<file path="src/rtl/rv32_led_ctrl.sv">
// rv32_led_ctrl
//   Memory-mapped LED controller. It is the responder on the priRV32 data bus
//   and holds a static LED pattern plus a prescaled blink engine. A free
//   running tick counter lets firmware measure elapsed blink periods.
//
//   Register window (byte offsets from BASE_ADDR, 16 bytes):
//     0x0 LED_DATA    RW  LED_WIDTH bits
//     0x4 BLINK_MASK  RW  LED_WIDTH bits
//     0x8 PRESCALE    RW  16 bits
//     0xC TICK_COUNT  RO  32 bits, any write clears it
//
//   Ports:
//     clk        system clock, rising edge
//     reset      asynchronous, active-high reset
//     bus_valid  request present, held with its fields until bus_ready
//     bus_we     1 = write, 0 = read
//     bus_addr   byte address
//     bus_wdata  write data
//     bus_wstrb  byte-lane enables for writes
//     bus_ready  one-cycle response strobe
//     bus_rdata  read data, valid while bus_ready
//     bus_err    error response, valid while bus_ready
//     led        registered LED drive
//
//   state | meaning
//   IDLE  | waiting for a request; a valid request executes on this edge
//   RESP  | bus_ready high for one cycle with the captured response

module rv32_led_ctrl #(
  parameter int          LED_WIDTH    = 8,
  parameter logic [31:0] BASE_ADDR    = 32'h1000_0000,
  parameter logic [15:0] PRESCALE_RST = 16'd50000
) (
  input  logic                 clk,
  input  logic                 reset,
  input  logic                 bus_valid,
  input  logic                 bus_we,
  input  logic [31:0]          bus_addr,
  input  logic [31:0]          bus_wdata,
  input  logic [3:0]           bus_wstrb,
  output logic                 bus_ready,
  output logic [31:0]          bus_rdata,
  output logic                 bus_err,
  output logic [LED_WIDTH-1:0] led
);

  typedef enum logic {ST_IDLE, ST_RESP} state_t;

  state_t r_state, w_state_nxt;

  logic [LED_WIDTH-1:0] r_led_data, r_blink_mask, r_led;
  logic [15:0]          r_prescale, r_cnt;
  logic                 r_phase;
  logic [31:0]          r_tick_count;
  logic [31:0]          r_rdata;
  logic                 r_err;

  logic [31:0]          w_off;
  logic                 w_req, w_err, w_wr;
  logic                 w_wr_led, w_wr_mask, w_wr_ps, w_wr_tick;
  logic [31:0]          w_strb_mask;
  logic [31:0]          w_rd_val;
  logic                 w_tick;
  logic [LED_WIDTH-1:0] w_led_data_nxt, w_blink_mask_nxt, w_led_nxt;
  logic [15:0]          w_prescale_nxt, w_cnt_nxt;
  logic                 w_phase_nxt;
  logic [31:0]          w_tick_nxt;

  function automatic logic [31:0] merge(input logic [31:0] old_v,
                                        input logic [31:0] new_v,
                                        input logic [31:0] mask);
    return (old_v & ~mask) | (new_v & mask);
  endfunction

  // Subtracting the base lets one unsigned compare cover both window edges.
  assign w_off       = bus_addr - BASE_ADDR;
  assign w_req       = (r_state == ST_IDLE) && bus_valid;
  assign w_err       = (w_off >= 32'd16) || (bus_addr[1:0] != 2'b00) ||
                       (bus_we && (bus_wstrb == 4'b0000));
  assign w_wr        = w_req && bus_we && !w_err;
  assign w_wr_led    = w_wr && (w_off[3:2] == 2'd0);
  assign w_wr_mask   = w_wr && (w_off[3:2] == 2'd1);
  assign w_wr_ps     = w_wr && (w_off[3:2] == 2'd2);
  assign w_wr_tick   = w_wr && (w_off[3:2] == 2'd3);
  assign w_strb_mask = {{8{bus_wstrb[3]}}, {8{bus_wstrb[2]}},
                        {8{bus_wstrb[1]}}, {8{bus_wstrb[0]}}};

  // A PRESCALE write on a wrap edge suppresses that edge's tick.
  assign w_tick = (r_prescale != 16'd0) && (r_cnt == 16'd0) && !w_wr_ps;

  always_comb begin
    w_led_data_nxt   = r_led_data;
    w_blink_mask_nxt = r_blink_mask;
    w_prescale_nxt   = r_prescale;
    w_cnt_nxt        = r_cnt;
    w_phase_nxt      = r_phase;
    w_tick_nxt       = r_tick_count;
    w_rd_val         = 32'd0;

    if (w_wr_led)
      w_led_data_nxt = LED_WIDTH'(merge(32'(r_led_data), bus_wdata, w_strb_mask));
    if (w_wr_mask)
      w_blink_mask_nxt = LED_WIDTH'(merge(32'(r_blink_mask), bus_wdata, w_strb_mask));
    if (w_wr_ps)
      w_prescale_nxt = 16'(merge(32'(r_prescale), bus_wdata, w_strb_mask));

    if (w_wr_ps) begin
      w_cnt_nxt   = w_prescale_nxt;
      w_phase_nxt = 1'b0;
    end else if (r_prescale != 16'd0) begin
      if (r_cnt == 16'd0) begin
        w_cnt_nxt   = r_prescale;
        w_phase_nxt = ~r_phase;
      end else begin
        w_cnt_nxt   = r_cnt - 16'd1;
      end
    end

    if (w_wr_tick)
      w_tick_nxt = 32'd0;
    else if (w_tick)
      w_tick_nxt = r_tick_count + 32'd1;

    if (w_req && !w_err && !bus_we) begin
      case (w_off[3:2])
        2'd0:    w_rd_val = 32'(r_led_data);
        2'd1:    w_rd_val = 32'(r_blink_mask);
        2'd2:    w_rd_val = 32'(r_prescale);
        default: w_rd_val = r_tick_count;
      endcase
    end
  end

  assign w_led_nxt = w_led_data_nxt ^ (w_blink_mask_nxt & {LED_WIDTH{w_phase_nxt}});

  always_comb begin
    w_state_nxt = r_state;
    case (r_state)
      ST_IDLE: if (bus_valid) w_state_nxt = ST_RESP;
      ST_RESP: w_state_nxt = ST_IDLE;
      default: w_state_nxt = ST_IDLE;
    endcase
  end

  always_ff @(posedge clk or posedge reset) begin
    if (reset) begin
      r_state      <= ST_IDLE;
      r_led_data   <= '0;
      r_blink_mask <= '0;
      r_prescale   <= PRESCALE_RST;
      r_cnt        <= PRESCALE_RST;
      r_phase      <= 1'b0;
      r_tick_count <= 32'd0;
      r_led        <= '0;
      r_rdata      <= 32'd0;
      r_err        <= 1'b0;
    end else begin
      r_state      <= w_state_nxt;
      r_led_data   <= w_led_data_nxt;
      r_blink_mask <= w_blink_mask_nxt;
      r_prescale   <= w_prescale_nxt;
      r_cnt        <= w_cnt_nxt;
      r_phase      <= w_phase_nxt;
      r_tick_count <= w_tick_nxt;
      r_led        <= w_led_nxt;
      // Response fields live only for the RESP cycle and fall back to 0.
      r_rdata      <= w_rd_val;
      r_err        <= w_req && w_err;
    end
  end

  assign bus_ready = (r_state == ST_RESP);
  assign bus_rdata = r_rdata;
  assign bus_err   = r_err;
  assign led       = r_led;

endmodule

</file>
<file path="config.mk">
export PLATFORM = sky130hd
export DESIGN_NAME = rv32_led_ctrl
export DESIGN_NICKNAME = d
export VERILOG_FILES = /design/src/rtl/rv32_led_ctrl.sv
export SDC_FILE = /design/constraint.sdc
export NUM_CORES = 1
export LEC_CHECK = 0
export BUFFER_PORTS_ARGS = -buffer_cell sky130_fd_sc_hd__buf_2
export CORE_MARGIN = 2
export CORE_UTILIZATION = 35
export CTS_BUF_LIST = sky130_fd_sc_hd__clkbuf_4
export DETAILED_ROUTE_END_ITERATION = 8
export SYNTH_ARGS = -nofsm -noshare
export SYNTH_HDL_FRONTEND = slang
export SYNTH_SLANG_ARGS = --single-unit
</file>
<file path="constraint.sdc">
create_clock -name clk -period 4.2 [get_ports clk]
set_input_delay 0.42 -clock clk [delete_from_list [all_inputs] [get_ports clk]]
set_output_delay 0.42 -clock clk [all_outputs]
set_load 0.03 [all_outputs]
</file>
==> After elaboration in Yosys (flattened, before gate mapping) <==
Cells that the tools add are included.
Widths: inputs -> output; s select.
{ "totals": {"reg_bits": 123, "latch_bits": 0, "mem_bits_rw": 0, "rom_bits": 0, "wordCells": 69, "mem_count": 0} }
{ "op_classes": {"add_sub_neg": 3, "mul": 0, "div": 0, "order_cmp": 1, "n_eq_ne": 3, "shifts": 0, "n_mux": 15, "bitwise": 12, "n_reduce_logical": 25} }
{ "op_table": {"columns": ["op", "n"], "rows": [
  ["$mux 32", 3],
  ["$pmux 32 s3", 1],
  ["$mux 16", 4],
  ["$add 32x1->32 const B", 1],
  ["$and 16x16->16", 2],
  ["$ge 32x5->1 const B", 1],
  ["$sub 32x29->32 const B", 1],
  ["$and 8x8->8", 3],
  ["$logic_not 16->1", 1],
  ["$mux 8", 2],
  ["$not 16->16", 1],
  ["$or 16x16->16", 1],
  ["$or 8x8->8", 2],
  ["$reduce_bool 16->1", 1],
  ["$sub 16x1->16 const B", 1],
  ["$logic_and 1x1->1", 13],
  ["$xor 8x8->8", 1],
  ["$reduce_bool 2->1", 3],
  ["$eq 2x2->1 const B", 2],
  ["$logic_not 4->1", 1],
  ["$mux 1", 4],
  ["$logic_not 1->1", 3],
  ["$eq 2x1->1 const B", 1],
  ["$logic_not 2->1", 1],
  ["3 further kinds", 5]
]} }

==> Depth between registers and ports, before layout <==
Gate-level depths: netlist (run 1).
{ "depth": {"depth_word": 11, "ltp_mapped": 11, "depth_no_buf": 10} }

==> Least setup slack after synthesis (run 1) <==
Ideal clock, no wire load.
{ "synth_path": {"kind": "input to register", "start": "input bus_wstrb[1]", "end": "register r_tick_count[26]", "arrival_time_ps": 2355, "path_slack_ps": 1724, "stages": 9, "cell_sequence": "buf_6 > or4_4 > nor2_8 > nor4_4 > or4_4 > buf_6 > nor3_2 > xnor2_1 > nor2_2"} }
{ "synth_between": {"elab_chain_len": 9, "elab_cells_between_ends": 11, "classes_between": "mux: 1; reduce/logical: 10"} }
{ "synth_lines": {"columns": ["item", "line", "source"], "rows": [
  ["start: declaration", "40", "input logic [3:0] bus_wstrb,"],
  ["$logic_not 4->1 (*)", "79", "(bus_we && (bus_wstrb == 4'b0000));"],
  ["$logic_and 1x1->1 (*)", "79", null],
  ["$logic_or 1x1->1 (*)", "78", "assign w_err = (w_off >= 32'd16) || (bus_addr[1:0] != 2'b00) ||"],
  ["$logic_not 1->1 (*)", "80", "assign w_wr = w_req && bus_we && !w_err;"],
  ["$logic_and 1x1->1 (*)", "80", null],
  ["$logic_and 1x1->1", "83", "assign w_wr_ps = w_wr && (w_off[3:2] == 2'd2);"],
  ["$logic_not 1->1", "89", "assign w_tick = (r_prescale != 16'd0) && (r_cnt == 16'd0) && !w_wr_ps;"],
  ["$logic_and 1x1->1", "89", null],
  ["$reduce_bool 2->1 (no line)", null, null],
  ["end signal: assignment", "164", "r_tick_count <= w_tick_nxt;"],
  ["end: declaration", "54", "logic [31:0] r_tick_count;"]
]} }
Mark *: on every way between the ends. The rest lies on a longest branch, timed or not.
A chain may end at the register's enable or synchronous reset.

==> Worst setup path in the final report (run 1) <==
{ "layout_path": {"start": "register r_cnt[0]", "end": "register r_tick_count[16]"} }
{ "layout_between": {"elab_chain_len": 4} }
{ "layout_lines": {"columns": ["item", "line", "source"], "rows": [
  ["start: declaration", "52", "logic [15:0] r_prescale, r_cnt;"],
  ["start signal: assignment", "162", "r_cnt <= w_cnt_nxt;"],
  ["$logic_not 16->1", "89", null],
  ["$logic_and 1x1->1 (2 in series)", "89", null],
  ["$reduce_bool 2->1 (no line)", null, null]
]} }
Every way passes these cells.

==> results of run 1 <==
routing by layer:
metal	up-vias	global-route usage, %	wire [µm]
met5	-	0	0
met1	2458	22.6	7280
met3	15	3.61	946
met4	0	5.37	170
met2	146	25.2	7140
li1	2449	-	-
area by class of cell:
type	count	area, µm²
fillers	1775	10500
multi-input cells	455	3180
flip-flops and latches	123	3090
repair buffers	107	561
well taps	229	287
clock inverters	15	175
clock buffers	17	128
inverters	19	73.8
diodes	1	2.50
worst register-to-register path, delay by kind of cell, from the launching register on:
kind | cells | cell delay [ns]
DFF | 1 | 0.45
AOI/OAI and AO/OA | 1 | 0.14
adders and majority gates | 1 | 0.14
and+or+nand+nor | 5 | 1.79
buffers and inverters | 2 | 0.31
placed cells by master, fill, tap and decap left out, drive strengths merged, types with 12 or more instances in the layout:
cell type / instances
a21oi: 36
and2: 20
buf: 107
clkbuf: 17
dfrtp: 111
dfstp: 12
inv: 20
mux2: 35
mux2i: 17
nand2: 50
nand3: 18
nor2: 65
nor4: 19
o21ai: 29
xnor2: 18
xor2: 15
sequential cells by signal (all words and copies together), names as in the netlist:
| signal | flops |
|---|---|
| bus_ready | 1 |
| r_tick_count | 32 |
| r_cnt | 16 |
| led | 8 |
| bus_rdata | 32 |
| r_phase | 1 |
| r_led_data | 8 |
| r_prescale | 16 |
| r_blink_mask | 8 |
| bus_err | 1 |
worst max path at each step:
stage	end	slack, ns	cells after the start
6_report	r_tick_count[16]	1.28	9
5_1_grt	r_tick_count[31]	1.07	10
4_1_cts	r_tick_count[18]	1.29	9
3_5_place_dp	r_led_data[5]	1.11	7
3_3_place_gp	led[7]	1.10	7
2_1_floorplan	bus_err	0.53	1
kinds of logic (layout without fill, tap and decap cells):
family	after synthesis	after routing	synth area share (%)
and+or+nand+nor	237	237	20.5
DFF	123	123	47.9
AOI/OAI and AO/OA	122	122	12.0
muxes	60	60	11.5
buffers and inverters	47	158	3.10
xor gates and xnor gates	33	33	4.47
adders and majority gates	3	3	0.581
other	0	1	0
report_power, final:
| group | internal [mW] | switching, mW |
|---|---|---|
| Clock | 0.411 | 0.473 |
| Sequential | 1.19 | 0.000674 |
| Combinational | 0.0406 | 0.0685 |
| Total | 1.64 | 0.542 |
stage by stage:
stage	hold slack, ns	total power, mW
global route	0.0493	2.27
CTS	0.00790	2.21
finish	0.00884	2.18
global placement	0.481	1.32
detailed placement	0.491	1.32
floorplan	0.467	1.27
==> qor.csv, run 1 <==
metric;value;unit
Final Hold Fails;0;
Clk pin slew, worst setup/hold paths;0.13;ns
synthesized netlist cell count;625;
Worst Max-Slew Pin Slew;0.850;ns
I/O Pins;114;
nets;798;
Core ar.;18000;µm²
maxcap violations;0;
Post-CTS Setup Inserts;0;
asr flop ratio synth;100;%
fin util;41.6;%
worst setup path category;reg -> reg;
DP Area;7190;µm²
syn nets;700;
max-slew violations;0;
Post-synth EDFFs;0;
main flop type after synthesis;dfrtp_1;
Largest stage delay, worst path;0.69;ns
first-pass GRT wire length;25100;µm
die footprint;19600;µm²
Antenna Nets Post-Route;0;
share of the synthesized area in the top cell type;43.0;%
r2r startpoint;r_cnt[0];
wire per inst;16.1;µm
Post-Layout Cell Count;966;
delay-heaviest family, CP;simple AND/OR/NAND/NOR gates;
Final setup viols;0;
Netlist cell types;60;
Initial DRC Count;350;
register area share after synthesis;47.9;%
main area contributors after synthesis;dfrtp_1 (43%), mux2_2 (6.1%), dfstp_2 (4.9%);
total routed wirelength;15500;µm
Die Y;140;µm
final RePlAce weighted congestion;0.843;
R2R setup slack;1.28;ns
R2R cell count;9;
list of most frequent post-synthesis cells;dfrtp_1 (111), nor2_1 (61), nand2_1 (50);
syn avg cell area;10.3;µm²
CTS tree;yes;
share of layout cells above drive strength 1;30.2;%
leading cell type by number of instances after synthesis;dfrtp_1;
RSZ-0062 raised after global routing;no;
first drt pass iteration count;5;
initial antenna violation count;1;
worst vdd ir;0.158;mV
worst slack, placed;1.11;ns
Total GRT Usage;16.2;%
crit path cell chain;inv_1 > ha_1 > nor4b_2 > nand4_1 > buf_4 > nand2b_1 > or4_4 > or3_1 > a21oi_1;
post-route cell area;7490;µm²
Seq cells post-synth;123;
CTS Buf Count;17;
Synth Cell Area;6460;µm²
initial core utilization;35.9;%
Leak Pwr;3.35;nW
Crit-path slowest cell;or4_4;
Root Buffer;clkbuf_4;
pwr dens;291;nW/µm²
critical path arrival;3.39;ns
Fmax;343;MHz
row cnt;49;
vias after detailed routing;5068;
vias per cell;5.25;
hold crit path type;in -> async;
vias in the first global route;4785;
WP data required;4.68;ns
Hold-fix buffers, CTS;0;
fin crit share;69.4;%
final worst setup slack;1.28;ns
cell count after placement;933;
crit path from;r_cnt[0];
critical path startpoint category;flip-flop;
Synth Warn #;0;
Area Growth Syn to Fin;16.0;%
clock tree buffer depth;2;
max_slew headroom;42.8;%
total gr overflow;0;
crit-path max FO;14;
worst clock skew;0.0208;ns
Die X-Extent;140;µm
hpwl dp;11000;µm
WP buf/inv;2;
largest net degree at the start of global routing;65;
Post-CTS Resized;0;
Clock Sinks;123;
largest area contributor in the netlist;dfrtp_1;
outcome;finished clean;
RR Endpoint;r_tick_count[16];
minimum clock period;2.92;ns
PortBufs;97;
CP Capture Type;flip-flop;
DRC violations left;0;
Total Neg Setup Slack;0;ns
Worst-Skew Late Latency;0.56;ns
H-Tree Depth;4;
Power figures use the tool's default switching activity.
==> inputs of run 2 (changes only) <==
clock period = 2.4 ns   (was 4.2 ns; I/O delays follow)
==> run 2 against run 1 <==
Net effect: the run now ends with setup timing left; cell count is 9.3% higher; global-route usage grew 1.5 points; wire length grew 7.3%; largest cell class unchanged; die area is the same; clock-buffer cell count did not move; sequential power is 75% higher; final area rose by 11%; worst hold slack better by 0.036 ns; non-clock buffer count rose by 89.
==> qor.csv, run 2 (synthesis gave the netlist of run 1 again) <==
metric;value;unit;change
critical path startpoint category;flip-flop;;
first-pass GRT wire length;27400;µm;+9.3%
WHS;0.0445;ns;+0.0356 ns
Fmax;403;MHz;+17%
outcome;finished, violations left;;
Worst Max-Slew Pin Slew;0.619;ns;-0.230 ns
H-Tree Depth;4;;unchanged
hold_sp;bus_wdata[4];;
vias per cell;5.13;;-2.2%
I/O Pins;114;;unchanged
failing checks;setup timing;;
fin crit share;103;%;+34 points
CTS Buf Count;17;;unchanged
total routed wirelength;16700;µm;+7.3%
worst slack, placed;-0.129;ns;-1.24 ns
Pwr Total;3.81;mW;+75%
R2R setup slack;-0.08;ns;-1.37 ns
row cnt;49;;unchanged
R2R cell count;8;;-1
vias in the first global route;5288;;+11%
DRC violations left;0;;unchanged
CP Capture Type;flip-flop;;
PortBufs;97;;unchanged
RSZ-0062 raised after global routing;yes;;
Worst-Skew Late Latency;0.56;ns;about the same
critical path arrival;2.93;ns;-0.46 ns
clock tree buffer depth;2;;unchanged
Largest stage delay, worst path;0.46;ns;-0.23 ns
CTS tree;yes;;
total gr overflow;0;;unchanged
Initial DRC Count;266;;-24%
Leak Pwr;3.81;nW;+14%
Final setup viols;10;;+10
initial antenna violation count;1;;unchanged
max-slew violations;0;;unchanged
hold crit path type;in -> reg;;
Root Buffer;clkbuf_4;;
Total Neg Setup Slack;-0.357;ns;-0.357 ns
Hold EP;r_prescale[4];;
multi-input logic area;3220;µm²;+1.3%
Core ar.;18000;µm²;unchanged
initial core utilization;35.9;%;unchanged
worst setup path category;reg -> reg;;
worst vdd ir;0.264;mV;+67%
minimum clock period;2.48;ns;-0.433 ns
die footprint;19600;µm²;unchanged
Die X-Extent;140;µm;unchanged
Total GRT Usage;17.7;%;+1.5 points
worst clock skew;0.0273;ns;+0.00649 ns
crit path cell chain;nor4_4 > nand4_1 > or3_4 > a21o_4 > inv_4 > nand2_1 > a31o_2 > a211o_1;;
largest net degree at the start of global routing;54;;-17%
Final Hold Fails;0;;unchanged
delay-heaviest family, CP;simple AND/OR/NAND/NOR gates;;
layout filler cell count;1716;;-3.3%
RR Endpoint;led[0];;
Worst Hold Depth;2;;
Clock Sinks;123;;unchanged
nets;888;;+11%
hpwl dp;12200;µm;+11%
wire per inst;15.8;µm;-1.8%
maxcap violations;0;;unchanged
final RePlAce weighted congestion;0.801;;-5.0%
commonest non-fill, non-tap cells in the layout;dfrtp_1 (111), buf_2 (97), buf_4 (78);;
most common cell after layout, fill and taps aside;dfrtp_1;;
Antenna Nets Post-Route;0;;unchanged
max_slew headroom;58.6;%;+16 points
Die Y;140;µm;unchanged
WP data required;2.85;ns;-1.83 ns
first drt pass iteration count;5;;unchanged
Crit-path slowest cell;dfrtp_1;;
Area Growth Syn to Fin;28.8;%;
final worst setup slack;-0.0832;ns;-1.37 ns
WP buf/inv;1;;-1
Clk pin slew, worst setup/hold paths;0.14;ns;about the same
r2r startpoint;r_cnt[11];;
vias after detailed routing;5418;;+6.9%
share of layout cells above drive strength 1;36.9;%;+6.8 points
register area;3090;µm²;unchanged
crit-path max FO;5;;-9
pwr dens;458;nW/µm²;+57%
[run 2: cell types whose count changed in the layout (fill, tap and decap cells not counted), sizes merged]
cell | before | now
buf | 107 | 182
bufinv | 3 | 2
dlygate4sd3 | 0 | 14
inv | 20 | 22
[run 2: per-stage QoR]
step                area [µm²]  util, %  cells
finish                    8320     46.2   1056
global route              8320     46.2   1056
CTS                       8300     46.1   1055
detailed placement        7830     43.4   1007
global placement          7830     43.4   1007
floorplan                 6480        -    625
[run 2: routing by layer]
metal	global-route usage (%)	vias up	part of all wire, %
met5	0	-	0
met4	5.89	0	1.7
met3	4.34	16	5.3
met2	28.2	158	47
met1	23.7	2604	46
li1	-	2640	-
[run 2: area by class of cell]
class                      instances  area share (%)
timing repair buffer             196            16.1
clock inverter                    15            2.00
multi-input combinational        455            38.7
antenna                            1          0.0301
inverter                          19           0.932
clock buffer                      17            1.53
sequential                       123            37.2
tap                              229            3.44
timing repair inverter             1          0.0902
[run 2: what timing repair did]
| item | in CTS | in global routing |
|---|---|---|
| hold endpoints to repair | 39 | 0 |
| endpoints found under the setup margin | 19 | 35 |
| cloned | 1 | 0 |
| setup buffers | 1 | 0 |
| resized for setup | 8 | 4 |
| hold buffers | 14 | 0 |
| pin swaps | 4 | 0 |
[run 2: where the power goes]
group	internal (mW)	leakage [nW]	switching (mW)
clock network	0.636	0.155	0.875
logic	0.0959	2.12	0.125
registers	2.08	1.54	0.000833
total	2.81	3.81	1.00
[run 2: how the worst max path moves through the flow]
stage | start | to | slack, ns | cells past startpoint
floorplan | r_cnt[0] | r_tick_count[28] | -0.005 | 11
global placement | r_cnt[0] | led[0] | -0.11 | 10
detailed placement | r_cnt[0] | led[0] | -0.13 | 10
CTS | r_cnt[1] | led[0] | -0.06 | 11
global route | r_cnt[0] | led[1] | -0.24 | 10
finish | r_cnt[11] | led[0] | -0.08 | 8
==> inputs of run 3 (changes only) <==
REMOVE_ABC_BUFFERS = 1   (was unset)
==> run 3 against run 2 <==
Net effect: the run still ends with setup timing left; register-to-register slack hardly changed; worst hold slack better by 0.0091 ns; critical path depth is 2 higher; flip-flop and latch count stayed put; clock-buffer cell count stayed put; first-iteration DRC count is 11% higher; sequential power hardly changed; largest cell class unchanged.
==> qor.csv, run 3 (synthesis gave the netlist of run 1 again) <==
metric;value;unit;change
RR Endpoint;r_tick_count[28];;
most common cell after layout, fill and taps aside;dfrtp_1;;
worst setup path category;reg -> reg;;
Pint;3.01;mW;+7.4%
Worst Max-Slew Pin Slew;0.574;ns;-0.0455 ns
crit path from;r_cnt[0];;
pwr dens;475;nW/µm²;+3.9%
hpwl dp;12300;µm;+0.62%
critical path arrival;2.93;ns;about the same
Clock Sinks;123;;unchanged
NetSw;1.01;mW;+0.94%
vias in the first global route;5282;;-0.11%
Comb power frac;5.4;%;-0.4 points
largest net degree at the start of global routing;44;;-19%
total routed wirelength;16900;µm;+1.6%
CTS Buf Count;17;;unchanged
crit-path max FO;7;;+2
I/O Pins;114;;unchanged
Final Hold Fails;0;;unchanged
Seq pwr share;51.6;%;-2.9 points
R2R setup slack;-0.08;ns;about the same
Worst-Skew Late Latency;0.56;ns;about the same
Die X-Extent;140;µm;unchanged
Largest stage delay, worst path;0.56;ns;+0.10 ns
first drt pass iteration count;4;;-1
initial core utilization;35.9;%;unchanged
die footprint;19600;µm²;unchanged
CP Capture Type;flip-flop;;
Final setup viols;12;;+2
initial antenna violation count;1;;unchanged
Clk pin slew, worst setup/hold paths;0.11;ns;-0.03 ns
clock tree buffer depth;2;;unchanged
hold crit path type;in -> reg;;
share of layout cells above drive strength 1;38.2;%;+1.3 points
r2r startpoint;r_cnt[0];;
Setup crit end;r_tick_count[28];;
Leak Pwr;3.94;nW;+3.3%
Total GRT Usage;17.9;%;+0.21 points
Total Neg Setup Slack;-0.602;ns;-0.245 ns
final worst setup slack;-0.0810;ns;+0.00224 ns
Die Y;140;µm;unchanged
commonest non-fill, non-tap cells in the layout;dfrtp_1 (111), buf_2 (97), buf_4 (83);;
Fmax;403;MHz;about the same
Core ar.;18000;µm²;unchanged
DRC violations left;0;;unchanged
WP data required;2.85;ns;about the same
fin crit share;103;%;about the same
vias after detailed routing;5423;;+0.092%
failing checks;setup timing;;
max_slew headroom;61.6;%;+3.0 points
nets;891;;+0.34%
Antenna Nets Post-Route;0;;unchanged
Root Buffer;clkbuf_4;;
R2R cell count;10;;+2
hold_sp;bus_wdata[7];;
critical path startpoint category;flip-flop;;
worst vdd ir;0.258;mV;-2.3%
final RePlAce weighted congestion;0.852;;+6.4%
maxcap violations;0;;unchanged
CTS tree;yes;;
vias per cell;5.12;;-0.19%
Area Growth Syn to Fin;31.1;%;
WHS;0.0535;ns;+0.00906 ns
total gr overflow;0;;unchanged
worst slack, placed;-0.125;ns;+0.00432 ns
worst clock skew;0.0180;ns;-0.00932 ns
Sw Ratio;25.1;%;-1.2 points
row cnt;49;;unchanged
wire per inst;16.0;µm;+1.3%
crit path cell chain;inv_2 > ha_4 > nor4b_4 > nand4_1 > nand2b_4 > or4_4 > buf_6 > nor3_4 > xnor2_2 > nor2_2;;
outcome;finished, violations left;;
first-pass GRT wire length;27600;µm;+0.81%
RSZ-0062 raised after global routing;yes;;
Initial DRC Count;294;;+11%
minimum clock period;2.48;ns;-0.00224 ns
H-Tree Depth;4;;unchanged
max-slew violations;0;;unchanged
fin util;47.0;%;+0.82 points
share of power burned in the clock network;43.0;%;+3.3 points
PortBufs;97;;unchanged
Crit-path slowest cell;or4_4;;
layout filler cell count;1738;;+1.3%
-- run 3: worst min-delay path by stage --
| stage | end | slack (ns) | cells after the start |
|---|---|---|---|
| floorplan | r_led_data[5] | 0.36 | 2 |
| global placement | r_tick_count[3] | 0.35 | 2 |
| detailed placement | bus_rdata[6] | 0.34 | 2 |
| CTS | r_led_data[7] | 0.003 | 2 |
| global route | r_led_data[0] | 0.02 | 2 |
| finish | r_led_data[7] | 0.05 | 2 |
-- run 3: critical path: cells and delay by family (launching register included) --
kind | cells | cell delay [ns]
DFF | 1 | 0.41
adders and majority gates | 1 | 0.12
and+or+nand+nor | 6 | 1.48
xor gates and xnor gates | 1 | 0.14
buffers and inverters | 2 | 0.25
-- run 3: what timing repair did --
action                                  CTS  global route
hold endpoints to repair                 46             0
endpoints found under the setup margin   20            28
gates resized for setup                  17            16
hold buffers                             12             0
pin swaps                                17            10
setup buffers                             5             6
-- run 3: through the flow --
step                power (mW)  area, µm²  instances
floorplan                 2.20       6330        597
global placement          2.32       7780       1003
detailed placement        2.32       7780       1003
CTS                       4.08       8350       1052
global route              4.18       8470       1059
finish                    4.03       8470       1059
-- run 3: final cells by class --
cell class	count	area, µm²	share of cell area, %
antenna	1	2.50	0.0295
clock buffer	17	128	1.51
tap	229	287	3.38
clock inverter	15	211	2.50
timing repair buffer	200	1370	16.1
sequential	123	3090	36.5
multi-input combinational	455	3310	39.0
inverter	19	76.3	0.901
-- run 3: routing by layer --
layer | vias to the layer above | GRT usage [%] | routed length [µm]
met1 | 2623 | 24.9 | 7740
met4 | 0 | 6.68 | 348
met2 | 128 | 27.7 | 8120
met5 | - | 0 | 0
li1 | 2650 | - | -
met3 | 22 | 3.54 | 730
-- run 3: power by group through the flow --
stage	Combinational (mW)	Sequential (mW)	Clock [mW]
3_5_place_dp	0.206	2.12	0
4_1_cts	0.222	2.08	1.78
3_3_place_gp	0.206	2.12	0
6_report	0.218	2.08	1.73
5_1_grt	0.241	2.08	1.87
2_1_floorplan	0.0807	2.12	0
